[config.mk]
export PLATFORM = sky130hd
export DESIGN_NAME = pingpong_macro_scheduler
export DESIGN_NICKNAME = d
export VERILOG_FILES = /design/src/rtl/pingpong_macro_scheduler.sv
export SDC_FILE = /design/constraint.sdc
export NUM_CORES = 1
export LEC_CHECK = 0
export ABC_AREA = 1
export CAP_MARGIN = 20
export CORE_UTILIZATION = 30
export DETAILED_ROUTE_END_ITERATION = 8
export GPL_TIMING_DRIVEN = 0
export HOLD_SLACK_MARGIN = 0.08
export SYNTH_ARGS = -nofsm -noshare
export SYNTH_HDL_FRONTEND = slang
export SYNTH_SLANG_ARGS = --single-unit
export TNS_END_PERCENT = 50
[constraint.sdc]
create_clock -name clk -period 3.6 [get_ports clk]
set_clock_uncertainty 0.2 [all_clocks]
set_input_delay 0.36 -clock clk [delete_from_list [all_inputs] [get_ports clk]]
set_output_delay 0.36 -clock clk [all_outputs]
set_load 0.02 [all_outputs]
[src/rtl/pingpong_macro_scheduler.sv]
// Ping-pong macro scheduler: rewrites task t+1 into one bank while task t computes on the other.
// Phases run PRELOAD -> OVERLAP* -> DRAIN; each phase ends once both of its sides have finished.
module pingpong_macro_scheduler #(
  parameter int NUM_MACRO = 8,
  parameter int CNT_W     = 32,
  parameter int TASK_W    = 16
) (
  input  logic              clk,
  input  logic              RSTn,
  input  logic              start,
  input  logic [TASK_W-1:0] num_tasks,
  input  logic [CNT_W-1:0]  rmc_of_each_macro,
  input  logic [CNT_W-1:0]  compute_cycles,
  input  logic              cmp_ready,
  output logic              busy,
  output logic              done,
  output logic              rw_en,
  output logic              rw_bank,
  output logic [CNT_W-1:0]  rw_addr,
  output logic [TASK_W-1:0] rw_task,
  output logic              cmp_en,
  output logic              cmp_bank,
  output logic [CNT_W-1:0]  cmp_addr,
  output logic [TASK_W-1:0] cmp_task
);

  if ((NUM_MACRO % 2) != 0 || NUM_MACRO < 2) begin : g_bad_macro_cnt
    $error("NUM_MACRO must be even and at least 2");
  end

  typedef enum logic [1:0] {IDLE, PRELOAD, OVERLAP, DRAIN} state_e;

  state_e            state_q, state_d;
  logic [TASK_W-1:0] ntask_q, ntask_d;
  logic [CNT_W-1:0]  rmc_q, rmc_d;
  logic [CNT_W-1:0]  ccyc_q, ccyc_d;
  logic              busy_q, busy_d;
  logic              done_q, done_d;
  logic              rw_en_q, rw_en_d;
  logic [CNT_W-1:0]  rw_addr_q, rw_addr_d;
  logic [TASK_W-1:0] rw_task_q, rw_task_d;
  logic              cmp_en_q, cmp_en_d;
  logic [CNT_W-1:0]  cmp_addr_q, cmp_addr_d;
  logic [TASK_W-1:0] cmp_task_q, cmp_task_d;

  logic              rw_last, cmp_beat, cmp_last, phase_end;
  logic [TASK_W-1:0] nxt_task;

  always_comb begin
    state_d    = state_q;
    ntask_d    = ntask_q;
    rmc_d      = rmc_q;
    ccyc_d     = ccyc_q;
    busy_d     = busy_q;
    done_d     = 1'b0;
    rw_en_d    = rw_en_q;
    rw_addr_d  = rw_addr_q;
    rw_task_d  = rw_task_q;
    cmp_en_d   = cmp_en_q;
    cmp_addr_d = cmp_addr_q;
    cmp_task_d = cmp_task_q;

    rw_last   = rw_en_q && (rw_addr_q == rmc_q - CNT_W'(1));
    cmp_beat  = cmp_en_q && cmp_ready;
    cmp_last  = cmp_beat && (cmp_addr_q == ccyc_q - CNT_W'(1));
    // A side that already dropped its enable counts as finished.
    phase_end = (!rw_en_q || rw_last) && (!cmp_en_q || cmp_last);
    nxt_task  = cmp_task_q + TASK_W'(1);

    if (state_q == IDLE) begin
      if (start) begin
        ntask_d = num_tasks;
        rmc_d   = (rmc_of_each_macro == '0) ? CNT_W'(1) : rmc_of_each_macro;
        ccyc_d  = (compute_cycles == '0) ? CNT_W'(1) : compute_cycles;
        if (num_tasks == '0) begin
          done_d = 1'b1;
        end else begin
          state_d   = PRELOAD;
          busy_d    = 1'b1;
          rw_en_d   = 1'b1;
          rw_addr_d = '0;
          rw_task_d = '0;
        end
      end
    end else begin
      if (rw_en_q) begin
        if (rw_last) rw_en_d = 1'b0;
        else         rw_addr_d = rw_addr_q + CNT_W'(1);
      end
      if (cmp_beat) begin
        if (cmp_last) cmp_en_d = 1'b0;
        else          cmp_addr_d = cmp_addr_q + CNT_W'(1);
      end
      if (phase_end) begin
        rw_addr_d  = '0;
        cmp_addr_d = '0;
        if (state_q == PRELOAD) begin
          cmp_en_d   = 1'b1;
          cmp_task_d = '0;
          if (ntask_q == TASK_W'(1)) begin
            state_d = DRAIN;
            rw_en_d = 1'b0;
          end else begin
            state_d   = OVERLAP;
            rw_en_d   = 1'b1;
            rw_task_d = TASK_W'(1);
          end
        end else if (state_q == OVERLAP) begin
          cmp_en_d   = 1'b1;
          cmp_task_d = nxt_task;
          if (nxt_task == ntask_q - TASK_W'(1)) begin
            state_d = DRAIN;
            rw_en_d = 1'b0;
          end else begin
            state_d   = OVERLAP;
            rw_en_d   = 1'b1;
            rw_task_d = nxt_task + TASK_W'(1);
          end
        end else begin
          state_d    = IDLE;
          busy_d     = 1'b0;
          done_d     = 1'b1;
          rw_en_d    = 1'b0;
          cmp_en_d   = 1'b0;
          rw_task_d  = '0;
          cmp_task_d = '0;
        end
      end
    end
  end

  always_ff @(posedge clk or negedge RSTn) begin
    if (!RSTn) begin
      state_q    <= IDLE;
      ntask_q    <= '0;
      rmc_q      <= CNT_W'(1);
      ccyc_q     <= CNT_W'(1);
      busy_q     <= 1'b0;
      done_q     <= 1'b0;
      rw_en_q    <= 1'b0;
      rw_addr_q  <= '0;
      rw_task_q  <= '0;
      cmp_en_q   <= 1'b0;
      cmp_addr_q <= '0;
      cmp_task_q <= '0;
    end else begin
      state_q    <= state_d;
      ntask_q    <= ntask_d;
      rmc_q      <= rmc_d;
      ccyc_q     <= ccyc_d;
      busy_q     <= busy_d;
      done_q     <= done_d;
      rw_en_q    <= rw_en_d;
      rw_addr_q  <= rw_addr_d;
      rw_task_q  <= rw_task_d;
      cmp_en_q   <= cmp_en_d;
      cmp_addr_q <= cmp_addr_d;
      cmp_task_q <= cmp_task_d;
    end
  end

  // Bank parity is the low bit of the task index.
  assign busy     = busy_q;
  assign done     = done_q;
  assign rw_en    = rw_en_q;
  assign rw_bank  = rw_task_q[0];
  assign rw_addr  = rw_addr_q;
  assign rw_task  = rw_task_q;
  assign cmp_en   = cmp_en_q;
  assign cmp_bank = cmp_task_q[0];
  assign cmp_addr = cmp_addr_q;
  assign cmp_task = cmp_task_q;

endmodule

* Word-level counts from Yosys, hierarchy flattened
Index checks and enable logic that the tools add are counted.
Cells by class: add/sub/neg operators 7, equality and inequality tests 14, muxes and demuxes 54, bitwise logic cells 1, reductions and logical operators 25
Operators by type and width (count):
- two-way mux 32 bit | 11
- two-way mux 16 bit | 10
- adder 32 x 1 -> 32 bit (second input constant) | 2
- == test 32 bit | 2
- logical NOT 32 bit | 2
- subtractor 32 x 1 -> 32 bit (second input constant) | 2
- adder 16 x 1 -> 16 bit (second input constant) | 2
- two-way mux 1 bit | 27
- == test 16 x 1 -> 1 bit (second input constant) | 1
- == test 16 bit | 1
- logical NOT 16 bit | 1
- subtractor 16 x 1 -> 16 bit (second input constant) | 1
- two-way mux 2 bit | 6
- AND reduction 5 bit | 2
- AND reduction 3 bit | 3
- inequality test 2 bit (second input constant) | 4
- AND reduction 2 bit | 3
- nonzero test 2 bit | 3
- logical AND 1 bit | 4
- inequality test 4 bit (second input constant) | 1
- AND reduction 4 bit | 1
- inequality test 3 x 1 -> 1 bit (second input constant) | 1
- inequality test 3 bit (second input constant) | 1
- nonzero test 3 bit | 1
- other kinds (7) | 9
Storage, ports and cells: flip-flop bits (word level) 182, input port bits 84, output and inout port bits 102, word-level logic and storage cells 113

* Depth between registers and ports, before layout
Gate-level depths: netlist of the first run.
word-level depth 7, gate-level depth with buffers 22, gate-level depth less buffers 21

* Least setup slack after synthesis of the first run
OpenSTA, ideal clock, no wires.
path kind register to register, start reg cmp_task_q[0], in the netlist cmp_task[0], end reg rw_task_q[11], in the netlist rw_task[11], library setup time 0.066 ns, arrival time 2.481 ns, path slack 0.853 ns, stages on the path, launching flop included 16, cells stage by stage dfrtp_1 -> buf_4 -> inv_1 -> ha_1 -> nor3_1 -> nand3_1 -> nor2_1 -> nand2_1 -> nor2_1 -> nand2_1 -> nor2_1 -> nand3_1 -> xor2_1 -> nor2_1 -> nand3_1 -> nand2_1
On the way: word-level cells in the longest chain between the ends 7
Ends and longest elaborated chain:
- start: declaration | line 44 | logic [TASK_W-1:0] cmp_task_q, cmp_task_d;
- start signal: assignment | line 158 | cmp_task_q <= cmp_task_d;
- adder 16 x 1 -> 16 bit (*) | line 68 | nxt_task = cmp_task_q + TASK_W'(1);
- adder 16 x 1 -> 16 bit | line 117 | rw_task_d = nxt_task + TASK_W'(1);
- two-way mux 16 bit | line 111 | if (nxt_task == ntask_q - TASK_W'(1)) begin
- two-way mux 16 bit | line 108 | end else if (state_q == OVERLAP) begin
- two-way mux 16 bit | line 97 | if (state_q == PRELOAD) begin
- two-way mux 16 bit | line 94 | if (phase_end) begin
- two-way mux 16 bit | line 70 | if (state_q == IDLE) begin
- end signal: assignment | line 155 | rw_task_q <= rw_task_d;
- end: declaration | line 41 | logic [TASK_W-1:0] rw_task_q, rw_task_d;
Mark *: on every way between the ends. The rest lies on a longest branch, timed or not. The select of a mux whose other input is x is not followed. A chain may end at the register's enable or synchronous reset.

* Worst setup path after layout of the first run
start reg rmc_q[1], end reg cmp_addr_q[13], in the netlist cmp_addr[13]
On the way: word-level cells in the longest chain between the ends 7
Ends and longest elaborated chain:
- start: declaration | line 35 | logic [CNT_W-1:0] rmc_q, rmc_d;
- start signal: assignment | line 149 | rmc_q <= rmc_d;
- subtractor 32 x 1 -> 32 bit (*) | line 63 | rw_last = rw_en_q && (rw_addr_q == rmc_q - CNT_W'(1));
- == test 32 bit (*) | line 63
- logical AND 1 bit (*) | line 63
- logical OR 1 bit (*) | line 67 | phase_end = (!rw_en_q || rw_last) && (!cmp_en_q || cmp_last);
- logical AND 1 bit (*) | line 67
- inequality test 2 x 1 -> 1 bit (no line) or nonzero test 2 bit (tied branches)
- AND reduction 3 bit (no line)
- end signal: assignment | line 157 | cmp_addr_q <= cmp_addr_d;
- end: declaration | line 43 | logic [CNT_W-1:0] cmp_addr_q, cmp_addr_d;
Mark *: on every way between the ends. The rest lies on a longest branch, timed or not.

==> metrics.md, run 1 <==
| Metric | Value |
|---|---|
| Min Tclk post-route | 3.37 ns |
| Multi-input logic area | 7900 sq um |
| Gate Count Post-Synth | 2025 |
| Cell variety after synth | 42 |
| CTS buffer count | 17 |
| Power per cell area | between 500 and 600 nW/um^2 |
| Outcome | finished clean |
| Final wirelength | 47900 microns |
| Layout net count | 2329 |
| Gpl congestion | 0.908 |
| Syn-to-layout area delta | 23.9% |
| CTS tree | yes |
| Count leader, synth | nand2_1 |
| Sequential share of the synthesized area | 33.7% |
| Clock sink count | 182 |
| Ys Warns | 0 |
| Post-DRT Antenna Nets | 0 |
| Static Leak | 7.65 nW |
| Pins Over Slew Limit | 0 |
| Worst Setup Start Kind | flop |
| Synth Area per Inst | 6.68 sq um |
| Async SR Flop Fraction | 100% |
| Ratio of cells with drive above 1 in the final layout | 7.30% |
| Vias in the first global route | 13400 |
| Final Hold Fails | 0 |
| Reg clk slew, reported paths | 0.08 ns |
| Post-synthesis mux area share | under 10% |
| Crit Path Class | flop to flop |
| Worst-margin pin slew | roughly 0.84 ns |
| Main combinational cell family by area after synthesis | simple AND/OR/NAND/NOR gates |
| Die width | about 210 microns |
| Pre-Repair DR Iteration Count | 5 |
| Input/output buffers | 184 |
| Placed cell count | 2802 |
| Fmax | approximately 300 MHz |
| Pin count of the biggest net entering global routing | 113 |
| Initial antenna violation count | 1 |
| Die Y | between 200 and 250 microns |
| Worst VDD drop | 0.000340 V |
| Cell taking the most area after synthesis | dfrtp_1 |
| Max-cap viol count | 0 |
| Routed wire per std cell | 16.9 microns |
| Post-synthesis simple-gate area fraction | approximately two fifths |
| CP endpoint kind | flop |
| # rows | just under 80 |
| WL met3 | 2590 microns |
| Worst EP required | 3.75 ns |
| H-tree depth | 4 |
| Root Driver | clkbuf_16 |
| DIE AREA | 45900 sq um |
| Gr ovfl total | 0 |
| Worst hold path type | input port to flop |
| Crit-path max FO | 10 |
| Endpoints failing setup | 0 |
| Register Area | 4560 sq um |
| Vias per Instance | 4.92 |
| First-pass GRT wire length | between 70000 and 80000 microns |
| DP HPWL | 38700 microns |
| Number of synthesized flops with an enable pin | 0 |
| Syn Nets | 2121 |
| Clock buffer depth | 2 |
| Core area | 44300 sq um |
| Arrival @ worst endpoint | about 3.5 ns |
| Non-Filler Instances | 2838 |
| I/O Pins | between 150 and 200 |
| Max_slew headroom | 43.9% |
| Gr usage total | 21.1% |
| Max Used Layer | met5 |
| Via count | 14000 |
| WL met2 | 21600 microns |
| Mapped Area | 13500 sq um |
| Post-route cell area | roughly 17000 sq um |
| Synth top cells by count | nand2_1, nor2_1, inv_1 |
| Min Hold Slack | ~0.11 ns |
| Initial Util | between 30% and 40% |
| Skew-Pair Late Insertion Delay | 0.46 ns |
| Synth Area in Adders | about 1.1% |
| Metal-1 WL | between 20000 and 25000 microns |
| Main flop type after synthesis | dfrtp_1 |
| # DRC | 0 |
| Compound-Gate Fraction of Synth Area | under 10% |
| Placed inst area | 16100 sq um |
| Number of diodes | 0 |
| Fill count | around 4800 |
| Final period util | 93.5% |
| Synth Area in XOR/XNOR | 8.45% |
| Post-synth top area share | between 30% and 40% |
| Synth Register Bits | 182 |
| Synth top area cells | dfrtp_1, nand2_1, nor2_1 |
| Iteration-0 DRC Markers | 920 |
| Final setup TNS | 0 ns |
[final timing paths]
| path | from | end | slack, ns | cells after the start |
|---|---|---|---|---|
| setup / recovery | rmc_q[1]$_DFFE_PN0P_ | cmp_addr[13]$_DFFE_PN0P_ | 0.23 | 18 |
| min in group asynchronous | RSTn | cmp_addr[2]$_DFFE_PN0P_ | 0.25 | 2 |
| hold reg to reg | rw_task[12]$_DFFE_PN0P_ | rw_task[12]$_DFFE_PN0P_ | 0.28 | 2 |
| setup reg to reg | rmc_q[1]$_DFFE_PN0P_ | cmp_addr[13]$_DFFE_PN0P_ | 0.23 | 18 |
| max in group asynchronous | RSTn | rmc_q[21]$_DFFE_PN0P_ | 1.95 | 3 |
| hold / removal | start | ccyc_q[1]$_DFFE_PN0P_ | 0.11 | 3 |
[where the power goes]
part | leakage [nW] | switching [mW] | internal [mW] | total [mW]
Clock | 0.265 | 0.908 | 0.888 | 1.80
Sequential | 2.29 | 0.805 | 2.65 | 3.46
Combinational | 5.09 | 2.92 | 1.81 | 4.73
[cells by family (layout without fill, tap and decap cells)]
| kind of cell | count (synthesis) | count (layout) |
|---|---|---|
| multiplexers | 26 | 26 |
| flip-flops | 182 | 182 |
| buffers and inverters | 267 | 488 |
| AO/OA/AOI/OAI | 125 | 125 |
| adder cells (fa/ha/maj) | 12 | 12 |
| AND/OR/NAND/NOR | 1284 | 1284 |
| XOR/XNOR | 129 | 129 |
[timing repair]
item                                    4_1_cts  5_1_grt
resized for setup                             0       17
hold buffers                                  1        0
endpoints found under the hold margin        70        0
buffers inserted                              0        3
endpoints found under the setup margin        0       92
[layout by cell type, fill, tap and decap left out, drive strengths merged]
master and instances:
xnor2 42, o21bai 11, nor3 43, nand2 641, nor3b 7, or2 2
a211oi 1, o31a 1, nor4 31, mux2 26, or4 1, a31oi 1
o22ai 14, a21oi 13, ha 12, clkinvlp 1, nor2 337, clkbuf 54
dfrtp 180, inv 206, buf 33, o21ai 83, dfstp 2, nand4 41
clkdlybuf4s50 183, nand3 172, xnor3 1, xor2 86, clkinv 10, dlygate4sd3 1
nand3b 9, o2111ai 1
[area by class of cell]
| cell class | count | share of cell area, % |
|---|---|---|
| buffer | 64 | 2.08 |
| clock buffer | 18 | 2.56 |
| clock inverter | 14 | 0.612 |
| inverter | 203 | 4.59 |
| multi-input combinational | 1576 | 47.2 |
| sequential | 182 | 27.2 |
| tap | 592 | 4.42 |
| timing repair buffer | 189 | 11.4 |
[flip-flops by register name (all words and copies together), names as in the netlist]
name      count
ccyc_q       32
cmp_task     16
rw_addr      32
busy          1
rw_task      16
cmp_en        1
cmp_addr     32
rmc_q        32
ntask_q      16
done          1
state_q       2
rw_en         1
[critical path, cell delays in order (launching register included)]
cell      delay (ns)
dfrtp_1         0.46
inv_1           0.09
ha_2            0.22
nand2_2         0.11
nor2_4          0.19
nand2_2         0.16
nor2_2          0.16
nand3_1         0.11
a21oi_2         0.17
nand2_1         0.06
nor2_1          0.16
nand3_2         0.17
nand2_2         0.14
nand2_4         0.15
inv_8           0.16
nand2_8         0.09
clkbuf_4        0.24
nand3_1         0.11
nand2_1         0.05
[per-layer routing]
| metal | vias to the layer above | track usage [%] |
|---|---|---|
| met3 | 63 | 3.63 |
| met4 | 2 | 6.50 |
| met1 | 6606 | 29.0 |
| met5 | - | 0 |
| li1 | 6876 | - |
| met2 | 424 | 33.6 |
[metrics by stage]
| step | utilization (%) | setup slack (ns) | power, mW |
|---|---|---|---|
| floorplan | - | 0.853 | 6.57 |
| global placement | 36.4 | -6.05 | 8.09 |
| detailed placement | 36.4 | 0.0497 | 8.18 |
| CTS | 37.6 | 0.00938 | 10.0 |
| global route | 37.8 | -0.00645 | 10.8 |
| finish | 37.8 | 0.235 | 9.98 |
Power figures use the tool's default switching activity.
==> inputs of run 2 (changes only) <==
==> constraint.sdc (replaced) <==
create_clock -name clk -period 3.6 [get_ports clk]
set_clock_uncertainty 0.2 [all_clocks]
set_input_delay 0.54 -clock clk [delete_from_list [all_inputs] [get_ports clk]]
set_output_delay 0.54 -clock clk [all_outputs]
set_load 0.02 [all_outputs]
==> results of run 2 <==
Same layout as run 1 (identical final DEF). Status: finished clean.
Among the figures that moved: hold slack 0.111 ns -> 0.279 ns; end point of the worst hold path ccyc_q[1]$_DFFE_PN0P_ -> rw_task[12]$_DFFE_PN0P_
